`src/rtl/program_counter_if.sv`:
```
// Bus bundle for the program-counter stage.
//   slave  : the PC stage itself (takes the control and next-address inputs, drives the PC and status)
//   master : whoever drives the PC stage (branch stage, decoder, pushbutton)
// Inputs : NovoEndereco, Halt, InputReq, Confirm (raw, active-low, async),
//          Stall, SaveContext, RestoreContext
// Outputs: PCAtual, ContextPC, Waiting, Halted, Enable
interface program_counter_if #(parameter int ADDR_WIDTH = 11);
  logic [ADDR_WIDTH-1:0] NovoEndereco;
  logic                  Halt;
  logic                  InputReq;
  logic                  Confirm;
  logic                  Stall;
  logic                  SaveContext;
  logic                  RestoreContext;
  logic [ADDR_WIDTH-1:0] PCAtual;
  logic [ADDR_WIDTH-1:0] ContextPC;
  logic                  Waiting;
  logic                  Halted;
  logic                  Enable;

  modport master (
    output NovoEndereco, Halt, InputReq, Confirm, Stall, SaveContext, RestoreContext,
    input  PCAtual, ContextPC, Waiting, Halted, Enable
  );

  modport slave (
    input  NovoEndereco, Halt, InputReq, Confirm, Stall, SaveContext, RestoreContext,
    output PCAtual, ContextPC, Waiting, Halted, Enable
  );
endinterface

```
`src/rtl/program_counter.sv`:
```
// Registered program counter of the single-cycle core.
// Loads NovoEndereco every edge, freezes on Stall / Halt / InputReq, keeps a
// saved-context return address, and releases input waits on a debounced press
// of the active-low Confirm pushbutton.
// Ports:
//   clock - rising-edge system clock
//   reset - asynchronous, active-low
//   bus   - program_counter_if.slave (see interface header for signal list)
module program_counter #(
  parameter int                    ADDR_WIDTH      = 11,
  parameter logic [ADDR_WIDTH-1:0] RESET_ADDR      = '0,
  parameter int                    DEBOUNCE_CYCLES = 4
) (
  input  logic              clock,
  input  logic              reset,
  program_counter_if.slave  bus
);

  typedef enum logic [1:0] {RUN, WAIT_IN, HALT} state_t;

  localparam int CW = (DEBOUNCE_CYCLES > 1) ? $clog2(DEBOUNCE_CYCLES) : 1;
  localparam logic [CW-1:0] CNT_LAST = CW'(DEBOUNCE_CYCLES - 1);

  state_t                state;
  logic [ADDR_WIDTH-1:0] pc;
  logic [ADDR_WIDTH-1:0] ctx;
  logic                  waiting;
  logic                  halted;

  logic [1:0]            sync;   // sync[1] is the synchronized button level
  logic                  level;  // accepted (debounced) level, idle high
  logic [CW-1:0]         cnt;
  logic                  press;  // one-cycle pulse on accepted 1->0

  // Confirm synchronizer and debouncer. A level is accepted only after
  // DEBOUNCE_CYCLES consecutive samples disagree with the current one; any
  // agreeing sample clears the run, so short glitches never get through.
  always_ff @(posedge clock or negedge reset) begin
    if (!reset) begin
      sync  <= 2'b11;
      level <= 1'b1;
      cnt   <= '0;
      press <= 1'b0;
    end else begin
      sync  <= {sync[0], bus.Confirm};
      press <= 1'b0;
      if (sync[1] != level) begin
        if (cnt == CNT_LAST) begin
          level <= sync[1];
          cnt   <= '0;
          press <= level;  // old level high means this is a press
        end else begin
          cnt <= cnt + 1'b1;
        end
      end else begin
        cnt <= '0;
      end
    end
  end

  // Control FSM. Presses arriving outside WAIT_IN are simply dropped.
  always_ff @(posedge clock or negedge reset) begin
    if (!reset) begin
      state   <= RUN;
      pc      <= RESET_ADDR;
      ctx     <= '0;
      waiting <= 1'b0;
      halted  <= 1'b0;
    end else begin
      case (state)
        RUN: begin
          if (bus.Halt) begin
            state  <= HALT;
            halted <= 1'b1;
          end else if (!bus.Stall) begin
            // Save uses the old ctx on the right-hand side of restore below,
            // so save+restore together swaps.
            if (bus.SaveContext) ctx <= pc + 1'b1;
            if (bus.InputReq) begin
              state   <= WAIT_IN;
              waiting <= 1'b1;
            end else if (bus.RestoreContext) begin
              pc <= ctx;
            end else begin
              pc <= bus.NovoEndereco;
            end
          end
        end
        WAIT_IN: begin
          if (press) begin
            pc      <= bus.NovoEndereco;
            state   <= RUN;
            waiting <= 1'b0;
          end
        end
        HALT: ;
        default: state <= RUN;
      endcase
    end
  end

  assign bus.PCAtual   = pc;
  assign bus.ContextPC = ctx;
  assign bus.Waiting   = waiting;
  assign bus.Halted    = halted;
  assign bus.Enable    = (state == RUN) && !bus.Stall && !bus.Halt && !bus.InputReq;

endmodule
```
`src/flat_wrapper.sv`:
```
// flat-port wrapper written by rule: the top's interface ports become plain ports
module program_counter_flat 
#(
  parameter int                    ADDR_WIDTH      = 11,
  parameter logic [ADDR_WIDTH-1:0] RESET_ADDR      = '0,
  parameter int                    DEBOUNCE_CYCLES = 4
)
  (clock, reset, bus_NovoEndereco, bus_Halt, bus_InputReq, bus_Confirm, bus_Stall, bus_SaveContext, bus_RestoreContext, bus_PCAtual, bus_ContextPC, bus_Waiting, bus_Halted, bus_Enable);
  program_counter_if #(.ADDR_WIDTH(ADDR_WIDTH)) bus_i ();
  input  logic clock;
  input  logic reset;
  input wire logic [$bits(bus_i.NovoEndereco)-1:0] bus_NovoEndereco;
  input wire logic [$bits(bus_i.Halt)-1:0] bus_Halt;
  input wire logic [$bits(bus_i.InputReq)-1:0] bus_InputReq;
  input wire logic [$bits(bus_i.Confirm)-1:0] bus_Confirm;
  input wire logic [$bits(bus_i.Stall)-1:0] bus_Stall;
  input wire logic [$bits(bus_i.SaveContext)-1:0] bus_SaveContext;
  input wire logic [$bits(bus_i.RestoreContext)-1:0] bus_RestoreContext;
  output wire logic [$bits(bus_i.PCAtual)-1:0] bus_PCAtual;
  output wire logic [$bits(bus_i.ContextPC)-1:0] bus_ContextPC;
  output wire logic [$bits(bus_i.Waiting)-1:0] bus_Waiting;
  output wire logic [$bits(bus_i.Halted)-1:0] bus_Halted;
  output wire logic [$bits(bus_i.Enable)-1:0] bus_Enable;
  assign bus_i.NovoEndereco = bus_NovoEndereco;
  assign bus_i.Halt = bus_Halt;
  assign bus_i.InputReq = bus_InputReq;
  assign bus_i.Confirm = bus_Confirm;
  assign bus_i.Stall = bus_Stall;
  assign bus_i.SaveContext = bus_SaveContext;
  assign bus_i.RestoreContext = bus_RestoreContext;
  assign bus_PCAtual = bus_i.PCAtual;
  assign bus_ContextPC = bus_i.ContextPC;
  assign bus_Waiting = bus_i.Waiting;
  assign bus_Halted = bus_i.Halted;
  assign bus_Enable = bus_i.Enable;
  program_counter #(.ADDR_WIDTH(ADDR_WIDTH), .RESET_ADDR(RESET_ADDR), .DEBOUNCE_CYCLES(DEBOUNCE_CYCLES)) u_core (.clock(clock), .reset(reset), .bus(bus_i));
endmodule
```
`config.mk`:
```
export PLATFORM = sky130hd
export DESIGN_NAME = program_counter_flat
export DESIGN_NICKNAME = d
export VERILOG_FILES = /design/src/rtl/program_counter_if.sv /design/src/rtl/program_counter.sv /design/src/flat_wrapper.sv
export SDC_FILE = /design/constraint.sdc
export NUM_CORES = 1
export LEC_CHECK = 0
export CORE_MARGIN = 1
export CORE_UTILIZATION = 50
export CTS_CLUSTER_DIAMETER = 120
export DETAILED_ROUTE_END_ITERATION = 8
export GPL_TIMING_DRIVEN = 0
export PLACE_DENSITY = 0.92
export SYNTH_ARGS = -nofsm -noshare
export SYNTH_HDL_FRONTEND = slang
export SYNTH_SLANG_ARGS = --single-unit
```
`constraint.sdc`:
```
create_clock -name clock -period 3.4 [get_ports clock]
set_input_delay 1.02 -clock clock [delete_from_list [all_inputs] [get_ports clock]]
set_output_delay 1.02 -clock clock [all_outputs]
set_load 0.01 [all_outputs]
```
==> Implementation_results.wiki <==
{| class="wikitable"
! Metric !! Value
|-
| Run status || finished, violations left
|-
| Violations in the final reports || DRC
|-
| Final estimated routing congestion in global placement || ~0.85
|-
| Die Y-Extent || 56.66 um
|-
| Portion of the post-synthesis area used by sequential elements || 53.85%
|-
| Placed insts || 213
|-
| Flop and latch count out of synthesis || 32
|-
| RSZ-0062 raised after global routing || no
|-
| Relative slew margins || 53.29%
|-
| Standard cell core area || roughly 2800 um2
|-
| Fraction of final layout cells with drive strength greater than 1 || 13.68%
|-
| Pwr/cell area || 449.5 nW/um2
|-
| Clock latency of the later-clocked register in the worst-skew pair || 340 ps
|-
| Max-capacitance violation count || 0
|-
| Antenna Violating Nets Remaining || 0
|-
| Yosys synthesis warning count || 0
|-
| Final worst-path cycle share || 88.33%
|-
| Post-route clock skew || between 7 and 8 ps
|-
| Peak fanout along the critical path || 4
|-
| Max Transition Viols Final || 0
|-
| Commonest non-fill, non-tap cell in the layout || sky130_fd_sc_hd__clkdlybuf4s50_1
|-
| Worst path required time || around 2400 ps
|-
| Number of setup buffers added after CTS || 0
|-
| Vias per cell || about 5.7
|-
| Crit path DAT || 1980 ps
|-
| Routed WL per cell || between 15 and 20 um
|-
| Diodes inserted || 0
|-
| GRT Total Usage || between 20 and 25%
|-
| Clock transition at path regs || ~90 ps
|-
| Nature of the critical path endpoint || output pin
|-
| Number of design-rule violations left by the first detailed-router iteration || just over 40
|-
| Final period demand of the worst path || 3003 ps
|-
| Kind of critical path || input pin to output pin
|-
| Final core utilization || a little over 70%
|-
| Actual transition at the worst max-transition pin || 700.6 ps
|-
| Initial standard-cell utilization of the core || between 50 and 60%
|-
| Number of endpoints failing setup at the final stage || 0
|-
| Number of buffers added on ports || 43
|-
| Post-synthesis instance area || 1494 um2
|-
| Half-perimeter wire length after detailed placement || 2.443 mm
|-
| Synthesized Nets || 160
|-
| Post-Syn Instances || 139
|-
| Max Buffers Root-to-Sink || 2
|-
| Remaining global-route overflow || 0
|-
| Final Hold Vio Count || 0
|-
| Initial antenna violation count || 0
|-
| DR DRC count || 2
|-
| Count of distinct cell types in the synthesized netlist || 27
|-
| Num ports || 44
|-
| Post-synthesis area per instance || 10.75 um2
|-
| H-Tree Depth || 2
|-
| Synth area leader || sky130_fd_sc_hd__dfrtp_1
|-
| Worst vdd ir || ~0.34 mV
|-
| Pleak || approximately 0.9 nW
|-
| Synth-to-layout area growth || 35.59%
|-
| Category of the worst setup path launch point || input pin
|-
| First-pass detailed-route iteration total || 6
|-
| Sinks on Clock Net || 32
|-
| Number of global-route vias before repair || 1,208
|-
| Die span in x || 56.66 um
|-
| Area share of the leading cell type in the synthesized netlist || 48.58%
|-
| Clock buffers created by TritonCTS || 5
|-
| Die Outline Area || 3210 um2
|-
| Routed wire length || 3.568 mm
|-
| Number of buffers inserted by hold repair at cts || 0
|-
| Most frequent cells in the layout || 40 x sky130_fd_sc_hd__clkdlybuf4s50_1, 29 x sky130_fd_sc_hd__dfrtp_1, 17 x sky130_fd_sc_hd__nor2_1
|-
| Post-route insts no fill || 221
|-
| Clock Tree Root || sky130_fd_sc_hd__clkbuf_4
|-
| Post-layout net count || between 200 and 250
|-
| Top post-synthesis cells by area || sky130_fd_sc_hd__dfrtp_1 49%, sky130_fd_sc_hd__mux2i_1 7.4%, sky130_fd_sc_hd__a21oi_2 5.9%, sky130_fd_sc_hd__dfstp_2 5.3%, sky130_fd_sc_hd__xor2_1 4.7%
|-
| Overall via count from detail_route || approximately 1,300
|-
| Highest clock rate || 333.0 MHz
|-
| Class of the worst hold path || register to register
|-
| TritonCTS clock tree || done
|-
| Standard-cell rows || 19
|-
| First-pass GRT wire length || approximately 5.7 mm
|-
| Maximum number of pins on one net before global-route repair || 33
|}
==> stage by stage <==
step / instance area [um2] / power, W / worst slack (ps) / TNS (ps) / hold WS, ps
detailed placement: 1963 / 0.0006881 / -92.15 / -92.15 / 347.9
CTS: 2028 / 0.0009189 / 61.71 / 0 / 361.2
global route: 2026 / 0.0009559 / 362.4 / 0 / 367.7
finish: 2026 / 0.0009106 / 396.8 / 0 / 360.3
global placement: 1963 / 0.0006719 / -13.41 / -13.41 / 346.7
floorplan: 1494 / 0.0005737 / 953.3 / 0 / 345.2
==> state kept, by name, indices dropped and copies added (netlist names) <==
name,cells
u_core.bus.ContextPC,11
u_core.bus.Halted,1
u_core.bus.PCAtual,11
u_core.bus.Waiting,1
u_core.cnt,2
u_core.level,1
u_core.press,1
u_core.state,2
u_core.sync,2
==> cells in the mapped netlist <==
master / instances
sky130_fd_sc_hd__and4_1: 1
sky130_fd_sc_hd__o21ai_0: 13
sky130_fd_sc_hd__a21oi_2: 10
sky130_fd_sc_hd__nor2_1: 18
sky130_fd_sc_hd__or4_1: 1
sky130_fd_sc_hd__and3b_1: 1
sky130_fd_sc_hd__a31oi_1: 2
sky130_fd_sc_hd__xnor2_1: 2
sky130_fd_sc_hd__nand2_1: 13
sky130_fd_sc_hd__dfstp_2: 3
sky130_fd_sc_hd__inv_1: 3
sky130_fd_sc_hd__nand3_1: 4
sky130_fd_sc_hd__clkbuf_8: 1
sky130_fd_sc_hd__buf_6: 1
sky130_fd_sc_hd__dfrtp_1: 29
sky130_fd_sc_hd__mux2i_1: 11
sky130_fd_sc_hd__mux2_2: 2
sky130_fd_sc_hd__ha_1: 2
sky130_fd_sc_hd__a21oi_1: 2
sky130_fd_sc_hd__nor2b_1: 1
sky130_fd_sc_hd__clkbuf_1: 2
sky130_fd_sc_hd__buf_4: 1
sky130_fd_sc_hd__nand4_1: 4
sky130_fd_sc_hd__a21o_1: 1
sky130_fd_sc_hd__nor3_1: 1
sky130_fd_sc_hd__xor2_1: 8
sky130_fd_sc_hd__and3_1: 2
==> path summary, 6_finish.rpt <==
path / from / to / slack, ps / cells after the start
max: bus_Stall / bus_Enable / 400 / 5
min: u_core.sync[0]$_DFF_PN1_ / u_core.sync[1]$_DFF_PN1_ / 360 / 0
max reg2reg: u_core.state[0]$_DFFE_PN0P_ / u_core.bus.PCAtual[1]$_DFFE_PN0P_ / 1650 / 4
min reg2reg: u_core.sync[0]$_DFF_PN1_ / u_core.sync[1]$_DFF_PN1_ / 360 / 0
max in group asynchronous: reset / u_core.bus.ContextPC[6]$_DFFE_PN0P_ / 2220 / 1
min in group asynchronous: reset / u_core.bus.ContextPC[8]$_DFFE_PN0P_ / 710 / 1
==> critical path, cell delays in order <==
cell	delay, ps
sky130_fd_sc_hd__clkdlybuf4s50_1	460
sky130_fd_sc_hd__nor2_4	150
sky130_fd_sc_hd__nand2_1	100
sky130_fd_sc_hd__nor2_1	90
sky130_fd_sc_hd__dlymetal6s2s_1	160
==> metal layers <==
metal	wire length (um)	GRT usage [%]	up-vias
met4	71	8.929	0
met1	1526	30.69	631
li1	-	-	579
met5	0	0	-
met3	177	6.912	9
met2	1793	39.63	38
==> where the power goes <==
group	total, W	internal [W]	switching, W
Combinational	0.000204	0.000117	0.0000875
Sequential	0.000477	0.000430	0.0000462
Clock	0.000230	0.000102	0.000128
==> layout make-up <==
type / instances / area (um2)
fill: 207 / 779.5
multi-input combinational: 99 / 645.6
sequential: 32 / 804.5
inverter: 3 / 11.26
buffer: 5 / 40.04
timing repair buffer: 43 / 426.7
tap: 31 / 38.79
clock buffer: 8 / 58.81
==> cells by family (layout without fill, tap and decap cells) <==
family	count (synthesis)	count (layout)	synth area share, %
adders and majority gates	2	2	1.675
AOI/OAI and AO/OA	28	28	12.23
xor gates and xnor gates	10	10	5.863
muxes	13	13	8.878
and+or+nand+nor	46	46	14.07
DFF	32	32	53.85
buffers and inverters	8	59	3.434
==> repair_timing <==
action / 4_1_cts / 5_1_grt
endpoints found under the setup margin: 1 / 1
endpoints found under the hold margin: 0 / 0
pin swaps: 0 / 0
gates cloned: 0 / 0
resized for setup: 3 / 1
(Power assumes the default switching activity.)
